## config.mk

```make
export PLATFORM = sky130hd
export DESIGN_NAME = fb_writer
export DESIGN_NICKNAME = d
export VERILOG_FILES = /design/src/rtl/fb_writer.sv
export SDC_FILE = /design/constraint.sdc
export NUM_CORES = 1
export LEC_CHECK = 0
export CAP_MARGIN = 30
export CORE_MARGIN = 10
export CORE_UTILIZATION = 40
export CTS_BUF_LIST = sky130_fd_sc_hd__clkbuf_16
export DETAILED_ROUTE_END_ITERATION = 16
export PLACE_DENSITY = 0.78
export SLEW_MARGIN = 20
export SYNTH_ARGS = -nofsm -noshare
export SYNTH_HDL_FRONTEND = slang
export SYNTH_SLANG_ARGS = --single-unit
```

## constraint.sdc

```tcl
create_clock -name PLB_clk -period 5 [get_ports PLB_clk]
set_input_delay 1 -clock PLB_clk [delete_from_list [all_inputs] [get_ports PLB_clk]]
set_output_delay 1 -clock PLB_clk [all_outputs]
set_load 0.02 [all_outputs]
```

## src/rtl/fb_writer.sv

```systemverilog
// fb_writer: pops pixel records from the raster FIFO and issues one
// single-beat 32-bit framebuffer write per in-bounds pixel over the IPIF.
module fb_writer #(
    parameter logic [31:0] FB_BASE_ADDR = 32'h0000_0000,
    parameter int          FB_WIDTH     = 640,
    parameter int          FB_HEIGHT    = 480
) (
    input  logic        PLB_clk,
    input  logic        reset,
    input  logic        Bus2IP_Reset,
    input  logic [0:95] fifo_data,
    input  logic        fifo_empty,
    output logic        fifo_rd_en,
    output logic        IP2Bus_MstRd_Req,
    output logic        IP2Bus_MstWr_Req,
    output logic [0:31] IP2Bus_Mst_Addr,
    output logic [0:3]  IP2Bus_Mst_BE,
    output logic        IP2Bus_Mst_Lock,
    output logic        IP2Bus_Mst_Reset,
    input  logic        Bus2IP_Mst_CmdAck,
    input  logic        Bus2IP_Mst_Cmplt,
    input  logic        Bus2IP_Mst_Error,
    input  logic        Bus2IP_Mst_Rearbitrate,
    input  logic        Bus2IP_Mst_Cmd_Timeout,
    input  logic [0:31] Bus2IP_MstRd_d,
    input  logic        Bus2IP_MstRd_src_rdy_n,
    output logic [0:31] IP2Bus_MstWr_d,
    input  logic        Bus2IP_MstWr_dst_rdy_n
);

    localparam logic [2:0] S_IDLE    = 3'd0;
    localparam logic [2:0] S_POP     = 3'd1;
    localparam logic [2:0] S_LATCH   = 3'd2;
    localparam logic [2:0] S_REQ     = 3'd3;
    localparam logic [2:0] S_WAIT    = 3'd4;
    localparam logic [2:0] S_BACKOFF = 3'd5;

    localparam logic [31:0] LP_W = 32'(FB_WIDTH);
    localparam logic [31:0] LP_H = 32'(FB_HEIGHT);

    logic [2:0]  r_state;
    logic [2:0]  w_next;
    logic [31:0] r_addr;
    logic [31:0] r_data;

    logic        w_rst;
    logic [31:0] w_color;
    logic [15:0] w_y;
    logic [15:0] w_x;
    logic [31:0] w_prod;
    logic [31:0] w_addr;
    logic        w_oob;
    logic        w_unused;

    assign w_rst   = reset | Bus2IP_Reset;
    assign w_color = fifo_data[0:31];
    assign w_y     = fifo_data[32:47];
    assign w_x     = fifo_data[48:63];

    // Product is truncated to 32 bits before the offset add.
    assign w_prod = 32'(w_y) * LP_W;
    assign w_addr = FB_BASE_ADDR + ((w_prod + {16'h0000, w_x}) << 2);
    assign w_oob  = ({16'h0000, w_x} >= LP_W) || ({16'h0000, w_y} >= LP_H);

    always_comb begin
        w_next = r_state;
        unique case (r_state)
            S_IDLE: begin
                if (!fifo_empty) w_next = S_POP;
            end
            S_POP: w_next = S_LATCH;
            S_LATCH: w_next = w_oob ? S_IDLE : S_REQ;
            S_REQ: begin
                if (Bus2IP_Mst_Cmd_Timeout)
                    w_next = S_IDLE;
                else if (Bus2IP_Mst_Rearbitrate)
                    w_next = S_BACKOFF;
                else if (Bus2IP_Mst_CmdAck && Bus2IP_Mst_Cmplt)
                    w_next = S_IDLE;
                else if (Bus2IP_Mst_CmdAck)
                    w_next = S_WAIT;
            end
            S_WAIT: begin
                if (Bus2IP_Mst_Cmplt || Bus2IP_Mst_Cmd_Timeout)
                    w_next = S_IDLE;
            end
            S_BACKOFF: w_next = S_REQ;
            default: w_next = S_IDLE;
        endcase
    end

    always_ff @(posedge PLB_clk or posedge w_rst) begin
        if (w_rst) begin
            r_state <= S_IDLE;
            r_addr  <= 32'h0000_0000;
            r_data  <= 32'h0000_0000;
        end else begin
            r_state <= w_next;
            if (r_state == S_LATCH) begin
                r_addr <= w_addr;
                r_data <= w_color;
            end
        end
    end

    assign fifo_rd_en       = (r_state == S_POP);
    assign IP2Bus_MstWr_Req = (r_state == S_REQ);
    assign IP2Bus_Mst_BE    = (r_state == S_REQ) ? 4'b1111 : 4'b0000;
    assign IP2Bus_Mst_Addr  = r_addr;
    assign IP2Bus_MstWr_d   = r_data;
    assign IP2Bus_MstRd_Req = 1'b0;
    assign IP2Bus_Mst_Lock  = 1'b0;
    assign IP2Bus_Mst_Reset = 1'b0;

    // Errors, read path and write-data ready have no influence on the FSM.
    assign w_unused = ^{fifo_data[64:95], Bus2IP_Mst_Error,
                        Bus2IP_MstRd_d, Bus2IP_MstRd_src_rdy_n,
                        Bus2IP_MstWr_dst_rdy_n};

endmodule

```

* Word-level counts from Yosys, hierarchy flattened
Cells that the tools add are included.
** Cells by class
- $add $sub $neg :: 1
- Multiply operators :: 1
- Magnitude comparators :: 2
- Equality and inequality tests :: 8
- Muxes and demuxes :: 9
- Bitwise logic cells :: 1
- Reduce and logical (&&, ||, !) cells :: 5
** Operators by type and width (number)
- 26-bit by 16-bit adder with 27-bit output :: 1
- 16-bit by 3-bit multiplier with 19-bit output (second input constant) :: 1
- 3-bit 2-to-1 mux :: 6
- 3-bit one-hot mux with 6 select lines :: 1
- 16-bit by 10-bit greater-or-equal comparator with 1-bit output (second input constant) :: 1
- 16-bit by 9-bit greater-or-equal comparator with 1-bit output (second input constant) :: 1
- 3-bit by 2-bit == test with 1-bit output (second input constant) :: 2
- 3-bit == test (second input constant) :: 2
- 5-bit by 1-bit != test with 1-bit output (second input constant) :: 1
- 4-bit 2-to-1 mux :: 1
- 2-bit != test (second input constant) :: 2
- 3-bit by 1-bit == test with 1-bit output (second input constant) :: 1
- 3-bit logical NOT :: 1
- 3-bit AND reduction :: 1
- 1-bit logical OR :: 2
- 2-bit 2-to-1 mux :: 1
- 1-bit logical AND :: 1
- 1-bit OR :: 1
** Word-level totals
- Register bits after elaboration :: 65
- Input bits :: 139
- Word-level logic and storage cells :: 30

* Longest topological paths before layout
Gate-level depths: netlist of run 1.
- Word-level depth :: 5
- Depth in mapped cells :: 16
- Mapped depth without buffers :: 16

* Least setup slack after synthesis of run 1
OpenSTA, ideal clock, no wires.
- Path kind :: input to register
- Start point :: input port fifo_data[45] (netlist name)
- End point :: register r_addr[26], in the netlist IP2Bus_Mst_Addr[5]
- Arrival :: 3.804 ns
- Data required time :: 4.931 ns
- Setup slack :: 1.126 ns
- Stages on the path :: 13
- Cells stage by stage :: ha_1 -> ha_1 -> a211oi_1 -> o21ai_0 -> xor2_1 -> ha_1 -> a21oi_1 -> inv_1 -> a31oi_1 -> a31oi_1 -> nor4b_2 -> a311o_1 -> nand3_1
** Between the ends
- Word-level cells in the longest chain between the ends :: 2
** Ends and longest elaborated chain
- start: declaration :: line 11 : input logic [0:95] fifo_data,
- 16-bit by 3-bit multiplier with 19-bit output :: line 61 : assign w_prod = 32'(w_y) * LP_W;
- 26-bit by 16-bit adder with 27-bit output :: line 62 : assign w_addr = FB_BASE_ADDR + ((w_prod + {16'h0000, w_x}) << 2);
- end signal: assignment :: line 100 : r_addr <= w_addr;
- end: declaration :: line 43 : logic [31:0] r_addr;
Every way passes these cells.
A chain may end at the register's enable or synchronous reset.

* Worst setup path after layout of run 1
Same ends and word-level chain as after synthesis.

==> results of run 1 <==
==> state kept, by name (all words and copies together), names as in the netlist <==
signal and cells:
IP2Bus_MstWr_d 32, IP2Bus_Mst_Addr 27, r_state 3
==> per-layer routing <==
metal	track usage, %	share of wire, %	routed length, um	vias to the layer above
li1	-	-	-	1877
met1	19.3	44	5190	1746
met2	26.8	47	5530	123
met3	3.82	7.9	924	11
met4	4.00	1.0	118	0
met5	0	0	0	-
==> cell usage after synthesis (3+ instances only) <==
master / n
a211oi_1: 6
a21o_1: 9
a21oi_1: 12
a31o_2: 3
a31oi_1: 7
buf_4: 12
clkbuf_1: 12
dfrtp_1: 62
ha_1: 38
inv_1: 14
nand2_1: 144
nand2b_1: 7
nand3_1: 9
nand3b_1: 3
nand4_1: 6
nor2_1: 18
nor2b_1: 3
o211ai_1: 8
o21a_1: 3
o21ai_0: 21
xnor2_1: 8
xor2_1: 7
==> power by group through the flow <==
stage / Combinational (mW) / Clock, mW / Sequential (mW)
3_5_place_dp: 1.71 / 0 / 0.882
5_1_grt: 1.86 / 0.620 / 0.906
4_1_cts: 1.71 / 0.597 / 0.875
6_report: 1.70 / 0.585 / 0.874
3_3_place_gp: 1.67 / 0 / 0.868
2_1_floorplan: 0.685 / 0 / 1.15
==> cells in the final DEF (no fill, tap or decap), drive strengths merged, types with 2 or more instances in the layout <==
cell | synthesis | routed
or2 | 3 | 3
conb | 1 | 8
o31a | 2 | 2
nor3 | 3 | 3
fa | 2 | 2
o211ai | 10 | 10
nand2 | 144 | 144
and3 | 2 | 2
o21a | 3 | 3
ha | 38 | 38
nor2b | 3 | 3
xnor2 | 8 | 8
buf | 17 | 7
a221oi | 2 | 2
clkinv | 0 | 2
nor3b | 2 | 2
a21oi | 14 | 14
a31oi | 8 | 8
xor2 | 8 | 8
nand4 | 6 | 6
dfrtp | 62 | 62
clkbuf | 12 | 9
a31o | 4 | 4
o21ai | 23 | 23
a311o | 2 | 2
and2 | 3 | 3
a2111oi | 2 | 2
nand3b | 3 | 3
nand3 | 9 | 9
a21o | 9 | 9
clkdlybuf4s50 | 0 | 136
nor2 | 18 | 18
inv | 15 | 18
a211oi | 6 | 6
nand2b | 7 | 7
nor4 | 2 | 2
==> worst min-delay path, stage by stage (launching register included) <==
cell and delay [ns]:
dfrtp_1 0.33, nand2_1 0.05, nand2_1 0.06
==> final timing paths <==
kind	endpoint	depth (start not counted)	slack [ns]
max	IP2Bus_Mst_Addr[5]	14	0.79
min	IP2Bus_MstWr_d[17]	2	0.47
max reg2reg	IP2Bus_Mst_Addr[5]	5	2.61
min reg2reg	IP2Bus_MstWr_d[17]	2	0.47
max in group asynchronous	IP2Bus_MstWr_d[3]	4	3.06
min in group asynchronous	IP2Bus_MstWr_d[4]	2	1.02
==> cells by family (layout without fill, tap and decap cells) <==
group,count (synthesis),in the layout
AND/OR/NAND/NOR,210,210
AO/OA/AOI/OAI,98,98
flip-flops,62,62
buffers and inverters,44,174
adder cells (fa/ha/maj),40,40
XOR/XNOR,16,16
other,1,8
==> cell type report <==
cell class / count / area (um2)
Inverter: 15 / 56.3
Tap cell: 133 / 166
Clock inverter: 7 / 58.8
Fill cell: 865 / 4040
Timing Repair Buffer: 143 / 1430
Sequential cell: 62 / 1550
Multi-Input combinational cell: 372 / 2340
Clock buffer: 9 / 225
==> metrics by stage <==
stage / total power [mW] / hold slack [ns] / worst slack, ns / cells
5_1_grt: 3.38 / 0.496 / 0.571 / 741
6_report: 3.16 / 0.469 / 0.786 / 741
2_1_floorplan: 1.84 / 0.589 / 0.431 / 478
4_1_cts: 3.19 / 0.474 / 0.810 / 739
3_5_place_dp: 2.59 / 0.461 / 0.478 / 723
3_3_place_gp: 2.54 / 0.457 / 0.609 / 723
==> out/qor.yml, run 1 <==
rsz0062_at_grt: "no"
cap_violations: 0
synth_edf_count: 0
power_density_nw_per_um2: 542
yosysTopAreaCell: "dfrtp_1"
cts_made_buffers: 9
rows: 36
p_sw_mw: 1.28
worst_pin_slew_ns: 0.914
cts_tree: "done"
synth-seq-area-share_pct: 38.1
crit_buf_inv: 2
synthArstFlopShare_pct: 100
finalHoldViolCount: 0
status: "complete, no violations"
p_sw_share_pct: 40.5
core_area_um2: 9860
startpoint: "fifo_data[45]"
hold_class: "reg -> reg"
vias: 3757
crit_path_start_kind: "primary input"
synth_top_area_share_pct: 38.1
dieArea_um2: 14600
r2r_start: "r_state[0]"
finalWirelength_um: 11800
viasPerCell: 5.07
period_needed_ns: 4.21
cts_buffer_depth: 2
postPlaceCellArea_um2: 5510
hold_path.startpoint: "IP2Bus_MstWr_d[17]"
ys_dominant_reg_cell: "dfrtp_1"
synthAdderAreaFrac_pct: 12.7
path_clk_slew_ns: 0.05
slew_viol_final: 0
finalSetupViolations: 0
critical_path_class: "in -> reg"
worstPathCellList: "clkdlybuf4s50_1, ha_1, ha_1, a211oi_1, o21ai_0, xor2_1, ha_1, a21oi_1, inv_1, a31oi_1, a31oi_1, nor4b_2, a311o_1, nand3_1"
slowest_delay_ns: 0.44
seqPwrFrac_pct: 27.7
clock_latency_ns: 0.32
end_kind: "flip-flop"
areaGrowthSynthToFinish_pct: 43.2
ys_ff_latch: 62
fin_area_um2: 5830
grt_pass1_vias: 3789
min_period_over_period_pct: 84.3
grt_usage_pct: 15.7
ctsResizeCount: 0
synth_xor_area_share_pct: 3.63
nets: 782
fin_skew_ns: 0.00660
p_comb_share_pct: 53.8
wl_per_cell_um: 15.9
grt-ovfl-total: 0
grt_pass1_wl_um: 18900
p_clk_share_pct: 18.5
synthesis.area_um2: 4070
synthDistinctLibCells: 68
crit_path_top_delay_cell: "clkdlybuf4s50_1"
drive_gt1_share_pct: 7.40
p_leak_nw: 2.75
critical_path.top_delay_family: "compound AO/OA/AOI/OAI gates"
timing.critical_path.mode_cell: "ha_1"
syn_area_per_cell_um2: 8.64
hpwl_um: 9600
arrival_ns: 4.47
cts_root_buf: "clkbuf_16"
dr.pass1.iters: 4
fmax_mhz: 237
synth-compound-area-share_pct: 17.3
antenna_left: 0
diodes: 0
pin_count: 212
drt_iter0_drc: 200
h-tree-depth: 3
cts_hold_buf: 0
gp_congestion: 0.824
synth-simple-area-share_pct: 22.8
die_h_um: 121
clock_sinks: 62
start_util_pct: 41.3
syn_inst: 471
vdd.ir_drop.worst_v: 0.000255
synth_area_leaders: "dfrtp_1 (38%), nand2_1 (13%), ha_1 (12%)"
portBuffers: 136
path_max_fanout: 3
p_int_mw: 1.88
grt_max_degree: 46
antenna_found_initial: 0
required_ns: 5.25
synthMuxAreaShare_pct: 0
fin_tns_setup_ns: 0
die_w_um: 121
drc_errors: 0
utilization_pct: 59.1
synth_top_family_by_area: "simple AND/OR/NAND/NOR gates"
relSlewSlack_pct: 39.1
yosys_warnings: 0
post-cts-setup-buffers: 0
No activity file was read; power rests on OpenSTA's default activity.
==> inputs of run 2 (changes only) <==
--- a/config.mk
+++ b/config.mk
@@ -7,10 +7,10 @@
 export LEC_CHECK = 0
 export CAP_MARGIN = 30
 export CORE_MARGIN = 10
-export CORE_UTILIZATION = 40
+export CORE_UTILIZATION = 36
 export CTS_BUF_LIST = sky130_fd_sc_hd__clkbuf_16
 export DETAILED_ROUTE_END_ITERATION = 16
-export PLACE_DENSITY = 0.78
+export PLACE_DENSITY = 0.74
 export SLEW_MARGIN = 20
 export SYNTH_ARGS = -nofsm -noshare
 export SYNTH_HDL_FRONTEND = slang
==> constraint.sdc (replaced) <==
create_clock -name PLB_clk -period 3.4 [get_ports PLB_clk]
set_input_delay 0.68 -clock PLB_clk [delete_from_list [all_inputs] [get_ports PLB_clk]]
set_output_delay 0.68 -clock PLB_clk [all_outputs]
set_load 0.02 [all_outputs]
==> out/qor.yml, run 2 (synthesis results as in run 1) <==
die_h_um: 126
antenna_found_initial: 0
final_common_cell: "nand2_1"
grt_pass1_wl_um: 20100
grt_pass1_vias: 4084
pin_count: 212
arrival_ns: 3.49
clock_latency_ns: 0.32
drive_gt1_share_pct: 19.6
diodes: 0
status: "complete, no violations"
gp_congestion: 0.849
hold_class: "reg -> reg"
startpoint: "fifo_data[43]"
finalWirelength_um: 12200
final_cell_mix: "nand2_1 (144), clkdlybuf4s50_1 (128), buf_4 (65)"
areaGrowthSynthToFinish_pct: 57.5
end_kind: "flip-flop"
grt-ovfl-total: 0
required_ns: 3.64
path_clk_slew_ns: 0.05
wl_per_cell_um: 15.1
cts_hold_buf: 0
cts_made_buffers: 9
layoutNonFillerInstCount: 807
p_leak_nw: 3.03
finalHoldViolCount: 0
portBuffers: 136
cts_buffer_depth: 2
viasPerCell: 4.91
r2r_start: "r_state[0]"
cap_violations: 0
fin_tns_setup_ns: 0
h-tree-depth: 3
worst_pin_slew_ns: 0.782
min_period_over_period_pct: 95.6
drt_iter0_drc: 290
critical_path_class: "in -> reg"
vdd.ir_drop.worst_v: 0.000384
start_util_pct: 37.2
period_needed_ns: 3.25
relSlewSlack_pct: 47.7
fin_skew_ns: 0.00963
dieArea_um2: 16000
path_max_fanout: 3
grt_usage_pct: 15.0
slew_viol_final: 0
cts_tree: "done"
drc_errors: 0
cts_root_buf: "clkbuf_16"
finalSetupViolations: 0
hpwl_um: 10000
largest_reg_flops: 32
antenna_left: 0
rows: 38
grt_max_degree: 44
die_w_um: 126
reg2reg_slack_ns: 1.45
clock_sinks: 62
core_area_um2: 10900
nets: 841
n_fill_cell: 953
crit_path_start_kind: "primary input"
fmax_mhz: 308
hold_path_depth: 2
cp-endpoint: "IP2Bus_Mst_Addr[4]"
power_density_nw_per_um2: 747
r2r-end: "IP2Bus_Mst_Addr[5]"
reg2regPathDepth: 4
vias: 3963
dp.cells: 787
dr.pass1.iters: 5
## run 2: cell types whose count changed in the layout (fill, tap and decap cells not counted), sizes merged
cell,before,now
buf,7,66
clkdlybuf4s15,0,3
bufinv,1,0
clkdlybuf4s50,136,128
clkinvlp,1,3
inv,18,17
dlymetal6s2s,0,2
clkbuf,9,12
## run 2: power by group
part           leakage [nW]  switching (mW)  total, mW  internal, mW
registers             0.787           0.190       1.28          1.09
clock network         0.126           0.317      0.810         0.493
logic                  2.12            1.44       2.69          1.26
## run 2: through the flow
stage	area, um2	setup WS (ns)	hold slack [ns]	power, mW	util [%]
CTS	6320	0.0116	0.475	4.81	57.8
detailed placement	5990	-0.634	0.461	3.96	54.8
global route	6410	-0.00180	0.491	5.15	58.6
floorplan	4130	0.00196	0.589	2.72	-
global placement	5990	-0.614	0.459	3.89	54.8
finish	6410	0.151	0.469	4.79	58.6
## run 2: critical path, stage by stage
cell and delay, ns:
clkdlybuf4s15_1 0.22, ha_4 0.30, inv_1 0.05, fa_2 0.57, inv_2 0.04, ha_4 0.25
o21a_1 0.10, o31a_1 0.19, o31a_1 0.18, o211ai_1 0.18, a2111oi_2 0.41, nand4_1 0.13
a31oi_1 0.17
## run 2: area by class of cell
| cell class | instances | area [um2] | area share, % |
|---|---|---|---|
| repair buffers | 202 | 1860 | 29.0 |
| multi-input cells | 372 | 2490 | 38.9 |
| clock inverters | 7 | 48.8 | 0.761 |
| inverters | 15 | 56.3 | 0.878 |
| flip-flops and latches | 62 | 1550 | 24.2 |
| clock buffers | 9 | 225 | 3.51 |
| well taps | 140 | 175 | 2.73 |
## run 2: routing by layer
layer	vias to the layer above	track usage, %	wire [um]
li1	2002	-	-
met1	1827	18.5	5550
met2	122	25.6	5860
met3	12	3.46	617
met4	0	3.95	128
met5	-	0	0
## run 2: worst min path at each step
stage,end,start
2_1_floorplan,IP2Bus_Mst_Addr[10],IP2Bus_Mst_Addr[10]
3_3_place_gp,IP2Bus_Mst_Addr[29],IP2Bus_Mst_Addr[29]
3_5_place_dp,IP2Bus_MstWr_d[26],IP2Bus_MstWr_d[26]
4_1_cts,IP2Bus_Mst_Addr[28],IP2Bus_Mst_Addr[28]
5_1_grt,IP2Bus_Mst_Addr[16],IP2Bus_Mst_Addr[16]
6_report,IP2Bus_MstWr_d[26],IP2Bus_MstWr_d[26]
## run 2: repair_timing
item,in CTS,in global routing
buffers inserted,2,2
endpoints found under the setup margin,10,10
cloned,0,0
gates resized for setup,16,22
pin swaps,12,18
==> inputs of run 3 (changes only) <==
--- a/config.mk
+++ b/config.mk
@@ -11,7 +11,7 @@
 export CTS_BUF_LIST = sky130_fd_sc_hd__clkbuf_16
 export DETAILED_ROUTE_END_ITERATION = 16
 export PLACE_DENSITY = 0.74
-export SLEW_MARGIN = 20
+export SLEW_MARGIN = 15
 export SYNTH_ARGS = -nofsm -noshare
 export SYNTH_HDL_FRONTEND = slang
 export SYNTH_SLANG_ARGS = --single-unit
==> results of run 3 <==
The final DEF is identical to that of run 2; final timing and power are the same.
